--- config.mk ---
export PLATFORM = sky130hd
export DESIGN_NAME = mem_arbiter
export DESIGN_NICKNAME = d
export VERILOG_FILES = /design/src/rtl/mem_arb_pkg.sv /design/src/rtl/mem_arb_tag_fifo.sv /design/src/rtl/mem_arbiter.sv
export SDC_FILE = /design/constraint.sdc
export NUM_CORES = 1
export LEC_CHECK = 0
export CAP_MARGIN = 20
export CELL_PAD_IN_SITES_DETAIL_PLACEMENT = 0
export CELL_PAD_IN_SITES_GLOBAL_PLACEMENT = 1
export CORE_MARGIN = 10
export CORE_UTILIZATION = 19
export CTS_BUF_LIST = sky130_fd_sc_hd__clkbuf_4
export DETAILED_ROUTE_END_ITERATION = 16
export HOLD_SLACK_MARGIN = 0.12
export MAX_ROUTING_LAYER = met4
export PLACE_DENSITY_LB_ADDON = 0.1
export SYNTH_ARGS = -nofsm -noshare
export SYNTH_HDL_FRONTEND = slang
export SYNTH_SLANG_ARGS = --single-unit
--- constraint.sdc ---
create_clock -name clock -period 3.3 [get_ports clock]
set_input_delay 0.66 -clock clock [delete_from_list [all_inputs] [get_ports clock]]
set_output_delay 0.66 -clock clock [all_outputs]
set_load 0.02 [all_outputs]
--- src/rtl/mem_arb_pkg.sv ---
// -----------------------------------------------------------------------------
// mem_arb_pkg
// Shared types and default constants for the Avalon-MM memory arbiter.
//   arb_state_e : arbiter FSM states
//   req_id_t    : requester index, sized for the default requester count
//   *_DEF       : default parameter values used by mem_arbiter
// -----------------------------------------------------------------------------
package mem_arb_pkg;

    localparam int NUM_REQ_DEF     = 3;
    localparam int MAX_PENDING_DEF = 8;
    localparam int ADDR_W_DEF      = 32;
    localparam int DATA_W_DEF      = 32;
    localparam int REQ_ID_W        = (NUM_REQ_DEF > 1) ? $clog2(NUM_REQ_DEF) : 1;

    typedef enum logic {
        IDLE  = 1'b0,
        ISSUE = 1'b1
    } arb_state_e;

    typedef logic [REQ_ID_W-1:0] req_id_t;

endpackage

--- src/rtl/mem_arb_tag_fifo.sv ---
// -----------------------------------------------------------------------------
// mem_arb_tag_fifo
// Synchronous FIFO of requester ids, one entry per outstanding read.
// Ports:
//   clock, reset_n  : clock, asynchronous active-low reset
//   push_i/push_data_i : enqueue an id
//   pop_i / head_o  : dequeue; head_o is the oldest id (valid when !empty_o)
//   full_o, empty_o : occupancy flags
//   count_o         : number of stored entries (0..DEPTH)
// Push and pop in the same cycle are both honoured; a push while full is
// accepted only if a pop frees the slot in that same cycle.
// DEPTH must be a power of 2 (>= 2) so the pointers wrap naturally.
// -----------------------------------------------------------------------------
module mem_arb_tag_fifo
    import mem_arb_pkg::*;
#(
    parameter int  DEPTH  = MAX_PENDING_DEF,
    parameter type elem_t = req_id_t
) (
    input  logic                   clock,
    input  logic                   reset_n,
    input  logic                   push_i,
    input  elem_t                  push_data_i,
    input  logic                   pop_i,
    output elem_t                  head_o,
    output logic                   full_o,
    output logic                   empty_o,
    output logic [$clog2(DEPTH):0] count_o
);

    localparam int AW = $clog2(DEPTH);
    localparam logic [AW:0] FULL_CNT = (AW+1)'(DEPTH);

    elem_t         mem_q [DEPTH];
    logic [AW-1:0] wr_ptr_q, wr_ptr_d;
    logic [AW-1:0] rd_ptr_q, rd_ptr_d;
    logic [AW:0]   count_q, count_d;
    logic          do_push, do_pop;

    assign empty_o = (count_q == '0);
    assign full_o  = (count_q == FULL_CNT);
    assign count_o = count_q;
    assign head_o  = mem_q[rd_ptr_q];

    assign do_pop  = pop_i && !empty_o;
    assign do_push = push_i && (!full_o || do_pop);

    always_comb begin
        wr_ptr_d = wr_ptr_q;
        rd_ptr_d = rd_ptr_q;
        count_d  = count_q;
        if (do_push) wr_ptr_d = wr_ptr_q + 1'b1;
        if (do_pop)  rd_ptr_d = rd_ptr_q + 1'b1;
        case ({do_push, do_pop})
            2'b10:   count_d = count_q + 1'b1;
            2'b01:   count_d = count_q - 1'b1;
            default: count_d = count_q;
        endcase
    end

    // Storage needs no reset: count_q gates every read of it.
    always_ff @(posedge clock) begin
        if (do_push) mem_q[wr_ptr_q] <= push_data_i;
    end

    always_ff @(posedge clock or negedge reset_n) begin
        if (!reset_n) begin
            wr_ptr_q <= '0;
            rd_ptr_q <= '0;
            count_q  <= '0;
        end else begin
            wr_ptr_q <= wr_ptr_d;
            rd_ptr_q <= rd_ptr_d;
            count_q  <= count_d;
        end
    end

endmodule

--- src/rtl/mem_arbiter.sv ---
// -----------------------------------------------------------------------------
// mem_arbiter
// Shares one Avalon-MM master between NUM_REQ requesters with round-robin
// arbitration over whole commands. Read commands push the issuing requester's
// id onto a tag FIFO; each m_readdatavalid beat pops it and strobes that
// requester's req_readdatavalid.
// Ports:
//   clock, reset_n        : clock, asynchronous active-low reset
//   req_*                 : per-requester Avalon slave side (packed per port)
//   req_readdata          : read data broadcast to all requesters
//   req_readdatavalid     : one-hot read return strobe
//   m_*                   : shared Avalon master side
//   rsp_error             : sticky, set by a read beat with no pending tag
// Optional (MEM_ARB_STATS_EN defined):
//   stats_clear           : zero all grant counters next cycle
//   grant_count           : per-requester accepted-command counters
// -----------------------------------------------------------------------------
module mem_arbiter
    import mem_arb_pkg::*;
#(
    parameter int NUM_REQ     = NUM_REQ_DEF,
    parameter int MAX_PENDING = MAX_PENDING_DEF,
    parameter int ADDR_W      = ADDR_W_DEF,
    parameter int DATA_W      = DATA_W_DEF
) (
    input  logic                            clock,
    input  logic                            reset_n,
    input  logic [NUM_REQ-1:0][ADDR_W-1:0]  req_address,
    input  logic [NUM_REQ-1:0][DATA_W-1:0]  req_writedata,
    input  logic [NUM_REQ-1:0]              req_read,
    input  logic [NUM_REQ-1:0]              req_write,
    output logic [NUM_REQ-1:0]              req_waitrequest,
    output logic [DATA_W-1:0]               req_readdata,
    output logic [NUM_REQ-1:0]              req_readdatavalid,
    output logic [ADDR_W-1:0]               m_address,
    output logic [DATA_W-1:0]               m_writedata,
    output logic                            m_read,
    output logic                            m_write,
    input  logic                            m_waitrequest,
    input  logic [DATA_W-1:0]               m_readdata,
    input  logic                            m_readdatavalid,
    output logic                            rsp_error
`ifdef MEM_ARB_STATS_EN
   ,input  logic                            stats_clear,
    output logic [NUM_REQ-1:0][31:0]        grant_count
`endif
);

    localparam int ID_W  = (NUM_REQ > 1) ? $clog2(NUM_REQ) : 1;
    localparam int CNT_W = $clog2(MAX_PENDING) + 1;

    typedef logic [ID_W-1:0] id_t;

    arb_state_e         state_q, state_d;
    id_t                owner_q, owner_d;
    id_t                rr_ptr_q, rr_ptr_d;
    logic               rsp_error_q, rsp_error_d;

    logic [NUM_REQ-1:0] eligible;
    logic               pick_vld;
    id_t                pick;
    logic               accept;
    logic               read_room;

    logic               tag_push, tag_pop, tag_full, tag_empty;
    id_t                tag_head;
    logic [CNT_W-1:0]   tag_count;

    // Reads need a free tag slot; writes never wait on the FIFO.
    assign read_room = (tag_count < CNT_W'(MAX_PENDING));

    for (genvar i = 0; i < NUM_REQ; i++) begin : g_elig
        assign eligible[i] = req_write[i] | (req_read[i] & read_room);
    end

    // First eligible index at or after rr_ptr_q, wrapping. Scanning from the
    // far end lets the nearest hit overwrite earlier ones.
    always_comb begin
        logic [ID_W:0] s;
        id_t           idx;
        s        = '0;
        idx      = '0;
        pick_vld = 1'b0;
        pick     = rr_ptr_q;
        for (int k = NUM_REQ - 1; k >= 0; k--) begin
            s = {1'b0, rr_ptr_q} + (ID_W+1)'(k);
            if (s >= (ID_W+1)'(NUM_REQ)) s = s - (ID_W+1)'(NUM_REQ);
            idx = s[ID_W-1:0];
            if (eligible[idx]) begin
                pick_vld = 1'b1;
                pick     = idx;
            end
        end
    end

    always_comb begin
        state_d         = state_q;
        owner_d         = owner_q;
        rr_ptr_d        = rr_ptr_q;
        accept          = 1'b0;
        m_read          = 1'b0;
        m_write         = 1'b0;
        m_address       = req_address[owner_q];
        m_writedata     = req_writedata[owner_q];
        req_waitrequest = '1;
        case (state_q)
            IDLE: begin
                if (pick_vld) begin
                    owner_d = pick;
                    state_d = ISSUE;
                end
            end
            ISSUE: begin
                // Write wins if a requester illegally raises both.
                m_write = req_write[owner_q];
                m_read  = req_read[owner_q] & ~req_write[owner_q];
                req_waitrequest[owner_q] = m_waitrequest;
                if (!m_waitrequest) begin
                    accept   = 1'b1;
                    state_d  = IDLE;
                    rr_ptr_d = (owner_q == id_t'(NUM_REQ - 1)) ? '0 : owner_q + 1'b1;
                end
            end
            default: state_d = IDLE;
        endcase
    end

    assign tag_push = accept & m_read & (~tag_full | tag_pop);
    assign tag_pop  = m_readdatavalid & ~tag_empty;

    mem_arb_tag_fifo #(
        .DEPTH  (MAX_PENDING),
        .elem_t (id_t)
    ) u_tag_fifo (
        .clock       (clock),
        .reset_n     (reset_n),
        .push_i      (tag_push),
        .push_data_i (owner_q),
        .pop_i       (tag_pop),
        .head_o      (tag_head),
        .full_o      (tag_full),
        .empty_o     (tag_empty),
        .count_o     (tag_count)
    );

    always_comb begin
        req_readdatavalid = '0;
        if (tag_pop) req_readdatavalid[tag_head] = 1'b1;
    end

    assign req_readdata = m_readdata;
    assign rsp_error_d  = rsp_error_q | (m_readdatavalid & tag_empty);
    assign rsp_error    = rsp_error_q;

    always_ff @(posedge clock or negedge reset_n) begin
        if (!reset_n) begin
            state_q     <= IDLE;
            owner_q     <= '0;
            rr_ptr_q    <= '0;
            rsp_error_q <= 1'b0;
        end else begin
            state_q     <= state_d;
            owner_q     <= owner_d;
            rr_ptr_q    <= rr_ptr_d;
            rsp_error_q <= rsp_error_d;
        end
    end

`ifdef MEM_ARB_STATS_EN
    logic [NUM_REQ-1:0][31:0] grant_cnt_q;

    for (genvar i = 0; i < NUM_REQ; i++) begin : g_stats
        always_ff @(posedge clock or negedge reset_n) begin
            if (!reset_n)
                grant_cnt_q[i] <= '0;
            else if (stats_clear)
                grant_cnt_q[i] <= '0;
            else if (accept && owner_q == id_t'(i))
                grant_cnt_q[i] <= grant_cnt_q[i] + 32'd1;
        end
    end

    assign grant_count = grant_cnt_q;
`endif

endmodule
==> out/results.txt <==
The run finished with clean final reports. For this run, the number of Yosys warnings is 0. The average instance area after synthesis came out at 8.184 µm². For this run, the number of standard cells in the final layout without fillers is 863. The class of the tightest hold or removal check was reg -> reg.

The post-layout minimum cycle time came out at 3.176 ns. The actual transition at the worst max-transition pin is 0.7779 ns, and the vertical die dimension is 152.1 µm. The count of filler cells inserted in the layout is 1,801, and the leakage dissipation is 2.218 nW. Internal power contribution: 0.002148 W. For the number of nets in the finished design, the log shows 879. Setup violations remaining at the end of the flow were counted as 0.

The die covers 23,130 µm². On the critical path the largest part of the delay comes from buffers and inverters. STA classifies the critical path startpoint as a register. In this run the horizontal extent of the chip is 152.1 µm. On the final layout, the worst hold slack is 0.4753 ns.

In the synthesized netlist, the number of instances is 405. The post-route fraction of the period consumed by the critical path works out to 0.9625. The critical path goes through and2b_4, buf_12, nand2_1, o21ai_1, clkdlybuf4s50_1. The largest vdd supply drop is 0.2820 mV.

The part of the total power dissipated in combinational logic came out at 0.756. The detailed-route vias per instance works out to 4.357. Timing would allow up to 0.3148 GHz.

TritonCTS built the clock tree. The number of search-and-repair iterations in the first detailed-routing pass was 4. The tools report the sequential share of the synthesized area as 0.2658.

The clock drives 32 sinks. The run gives 0.3592 as the core utilization of the finished layout. The first global-routing pass estimated 26,190 µm of wire.

For the instance count after placement with tap cells included, the log shows 855. Of all nets on the critical path, the largest fanout is 55. The tool flagged a number of max-cap violations equal to 0.

The final count of pins violating max slew came out at 0. The run gives 647 as the net count of the mapped netlist. The commonest cells after synthesis are sky130_fd_sc_hd__nand2_1, sky130_fd_sc_hd__mux2i_1, sky130_fd_sc_hd__o21ai_0. By area the synthesized netlist is led by sky130_fd_sc_hd__mux2i_1, sky130_fd_sc_hd__edfxtp_1, sky130_fd_sc_hd__dfrtp_1. For this design the total switching power over the nets is 0.001951 W. In this run the number of H-tree levels came out at 2. The total routed wirelength came out at 17,860 µm. The standard-cell row count is 48.

The tightest slew margin relative to the limit came out at 0.4798. In the final timing run, aggregate negative setup slack is 0 ns. The tools report the insertion delay to the later sink of the worst-skew pair as 0.34 ns. For the worst flop-to-flop path, the logic depth is 11. The overall track demand over capacity in global routing is 0.1475, and the proportion of synthesized flip-flops having asynchronous set or reset is 0.5000. The type of the worst setup path was reg -> out. For the initial antenna violation count, the log shows 0. Data on the critical path is required at its endpoint by 2.64 ns.

Number of primary I/O pins: 339. The delay contributed by the slowest stage of the critical path works out to 0.67 ns. Main flop type after synthesis: sky130_fd_sc_hd__edfxtp_1. The count of endpoints failing hold in the final timing report is 0, and the power density over cell area is 664.4 nW/µm². The number of flops mapped to enable cells by yosys is 16, and the signal arrival time at the worst endpoint is 2.52 ns.

The sink of the worst hold path is rsp_error$_DFF_PN0_. The switching power share of the total is 0.4760. The placer's final routability congestion estimate is 0.7859, and the post-detailed-route DRC marker count is 0. In the final routed layout, each cell accounts on average for 20.69 µm.

Cell accounting for the most synthesized area: sky130_fd_sc_hd__mux2i_1. The clock share of power came out at 0.074. The worst-case register-to-register setup slack was 0.48 ns; the final setup skew was 0.007245 ns. The number of unique standard cell types used by synthesis is 48, and the number of setup buffers added after CTS is 0.

For the leftover overflow at the end of global routing, the log shows 0. The clock input transition at the sequential cells of the worst setup and hold paths came out at 0.10 ns. After synthesis the cells add up to 3314 µm². Area added between synthesis and finish: 86.15%. The share of final-layout standard cells stronger than drive strength 1 was 0.05016; the effective utilization at floorplan was 0.1930. The core region is 17,180 µm². The number of buffer and inverter stages on the critical path came out at 2. STA classifies the critical path endpoint as an output port. The logs give 3,760 for the total number of vias and 14,870 µm for the HPWL reported at the end of detailed placement. The area share of the largest cell type after synthesis is 0.2054.

Setup repair after global routing left no endpoint under its margin. The worst hold path begins at rsp_error$_DFF_PN0_. The number of buffers created by CTS came out at 5. The logs give 2 for the largest buffer count on any clock path and 123 for the DRC violation total after the first TritonRoute iteration. The standard cell with the maximum stage delay on the critical path was sky130_fd_sc_hd__clkdlybuf4s50_1. The part of the total power dissipated in sequential elements was 0.170.

Source of the worst register-to-register timing path: owner_q[1]$_DFFE_PN0P_. In this run, synthesis produced a sequential element count of 32. Number of global-route vias before repair: 4,052.

For the antenna cell count, the log shows 0. The hold path depth is 1, and the largest net degree at the start of global routing is 75. The detail route stage leaves a number of antenna-violating nets equal to 0. The port buffer count was 274.

The endpoint of the lowest-slack register-to-register path is u_tag_fifo.count_o[3]$_DFFE_PN0P_. The tools report the clock tree root driver cell as sky130_fd_sc_hd__clkbuf_4. The power after layout came out at 0.004099 W. The cell with the most instances after synthesis is sky130_fd_sc_hd__nand2_1.
-- cell type report --
class,count,area (µm²),share of cell area
multi-input cells,305,2047,0.3318
clock inverters,3,42.54,0.006895
clock buffers,5,37.54,0.006084
inverters,11,41.29,0.006692
well taps,225,281.5,0.04563
flip-flops and latches,32,887.1,0.1438
repair buffers,282,2833,0.4591
-- worst max-delay path by stage --
stage / startpoint / to / depth (start not counted)
2_1_floorplan: u_tag_fifo.rd_ptr_q[0]$_DFFE_PN0P_ / req_readdatavalid[2] / 5
3_3_place_gp: req_write[2] / u_tag_fifo.count_o[3]$_DFFE_PN0P_ / 12
3_5_place_dp: req_write[2] / u_tag_fifo.count_o[3]$_DFFE_PN0P_ / 12
4_1_cts: owner_q[1]$_DFFE_PN0P_ / m_writedata[9] / 5
5_1_grt: owner_q[1]$_DFFE_PN0P_ / m_writedata[30] / 5
6_report: owner_q[1]$_DFFE_PN0P_ / m_writedata[24] / 5
-- registers in the layout, summed over array words and instances, names as in the netlist --
signal,flops
rr_ptr_q,2
owner_q,2
state_q,1
u_tag_fifo.rd_ptr_q,3
rsp_error,1
u_tag_fifo.count_o,4
u_tag_fifo.wr_ptr_q,3
u_tag_fifo.mem_q,16
-- layout by cell type, fill, tap and decap left out, types with 3 or more instances in the layout --
cell	netlist	layout
sky130_fd_sc_hd__a211oi_1	3	3
sky130_fd_sc_hd__ha_1	8	8
sky130_fd_sc_hd__mux2_1	3	3
sky130_fd_sc_hd__o21ai_0	50	50
sky130_fd_sc_hd__a21oi_1	6	6
sky130_fd_sc_hd__nor3_1	6	6
sky130_fd_sc_hd__nor4_1	4	4
sky130_fd_sc_hd__mux2i_1	68	68
sky130_fd_sc_hd__dfrtp_1	16	13
sky130_fd_sc_hd__inv_1	10	10
sky130_fd_sc_hd__nand2b_1	5	5
sky130_fd_sc_hd__nor2b_1	3	3
sky130_fd_sc_hd__xor2_1	5	5
sky130_fd_sc_hd__clkbuf_4	0	5
sky130_fd_sc_hd__nand2_1	74	74
sky130_fd_sc_hd__clkdlybuf4s50_1	0	272
sky130_fd_sc_hd__nor2_1	18	18
sky130_fd_sc_hd__edfxtp_1	16	16
sky130_fd_sc_hd__buf_4	32	6
sky130_fd_sc_hd__mux4_2	4	4
sky130_fd_sc_hd__o21ai_1	20	20
sky130_fd_sc_hd__xnor2_1	3	3
-- power groups by stage --
| stage | combinational [W] | sequential [W] | clock (W) |
|---|---|---|---|
| 3_3_place_gp | 0.00315 | 0.000699 | 0 |
| 2_1_floorplan | 0.00177 | 0.000658 | 0 |
| 4_1_cts | 0.00316 | 0.000699 | 0.000315 |
| 6_report | 0.00310 | 0.000696 | 0.000304 |
| 3_5_place_dp | 0.00314 | 0.000705 | 0 |
| 5_1_grt | 0.00336 | 0.000721 | 0.000333 |
-- metrics by stage --
stage / setup WS (ns) / instance area, µm²
after CTS: 0.08393 / 6165
after global placement: 0.1599 / 6083
after floorplan: 0.5726 / 3314
after detailed placement: 0.1091 / 6083
final: 0.1238 / 6170
after global routing: 0.003691 / 6170
-- layer usage --
metal  vias up  GRT usage  wire, µm
met3        11    0.06266      1691
met1      1722     0.1457      6593
li1       1863          -         -
met2       164     0.2707      9442
met4         0    0.01788       131
met5         -          -         0
-- what timing repair did --
item / CTS / global route
pin swaps: 0 / 0
hold buffers: 0 / 0
gates cloned: 0 / 0
endpoints found under the hold margin: 0 / 0
resized for setup: 1 / 2
setup endpoints to repair: 1 / 2
-- cell families (layout without fill, tap and decap cells) --
logic type,count (synthesis),count (layout),synth area share
simple gates,119,119,0.1578
compound gates,94,94,0.1623
xor+xnor,8,8,0.02114
buf+inv,68,301,0.1166
flops,32,32,0.2658
fa+ha+maj,8,8,0.03020
mux,76,76,0.2461
Note: power is estimated with default switching activity, not from simulation.
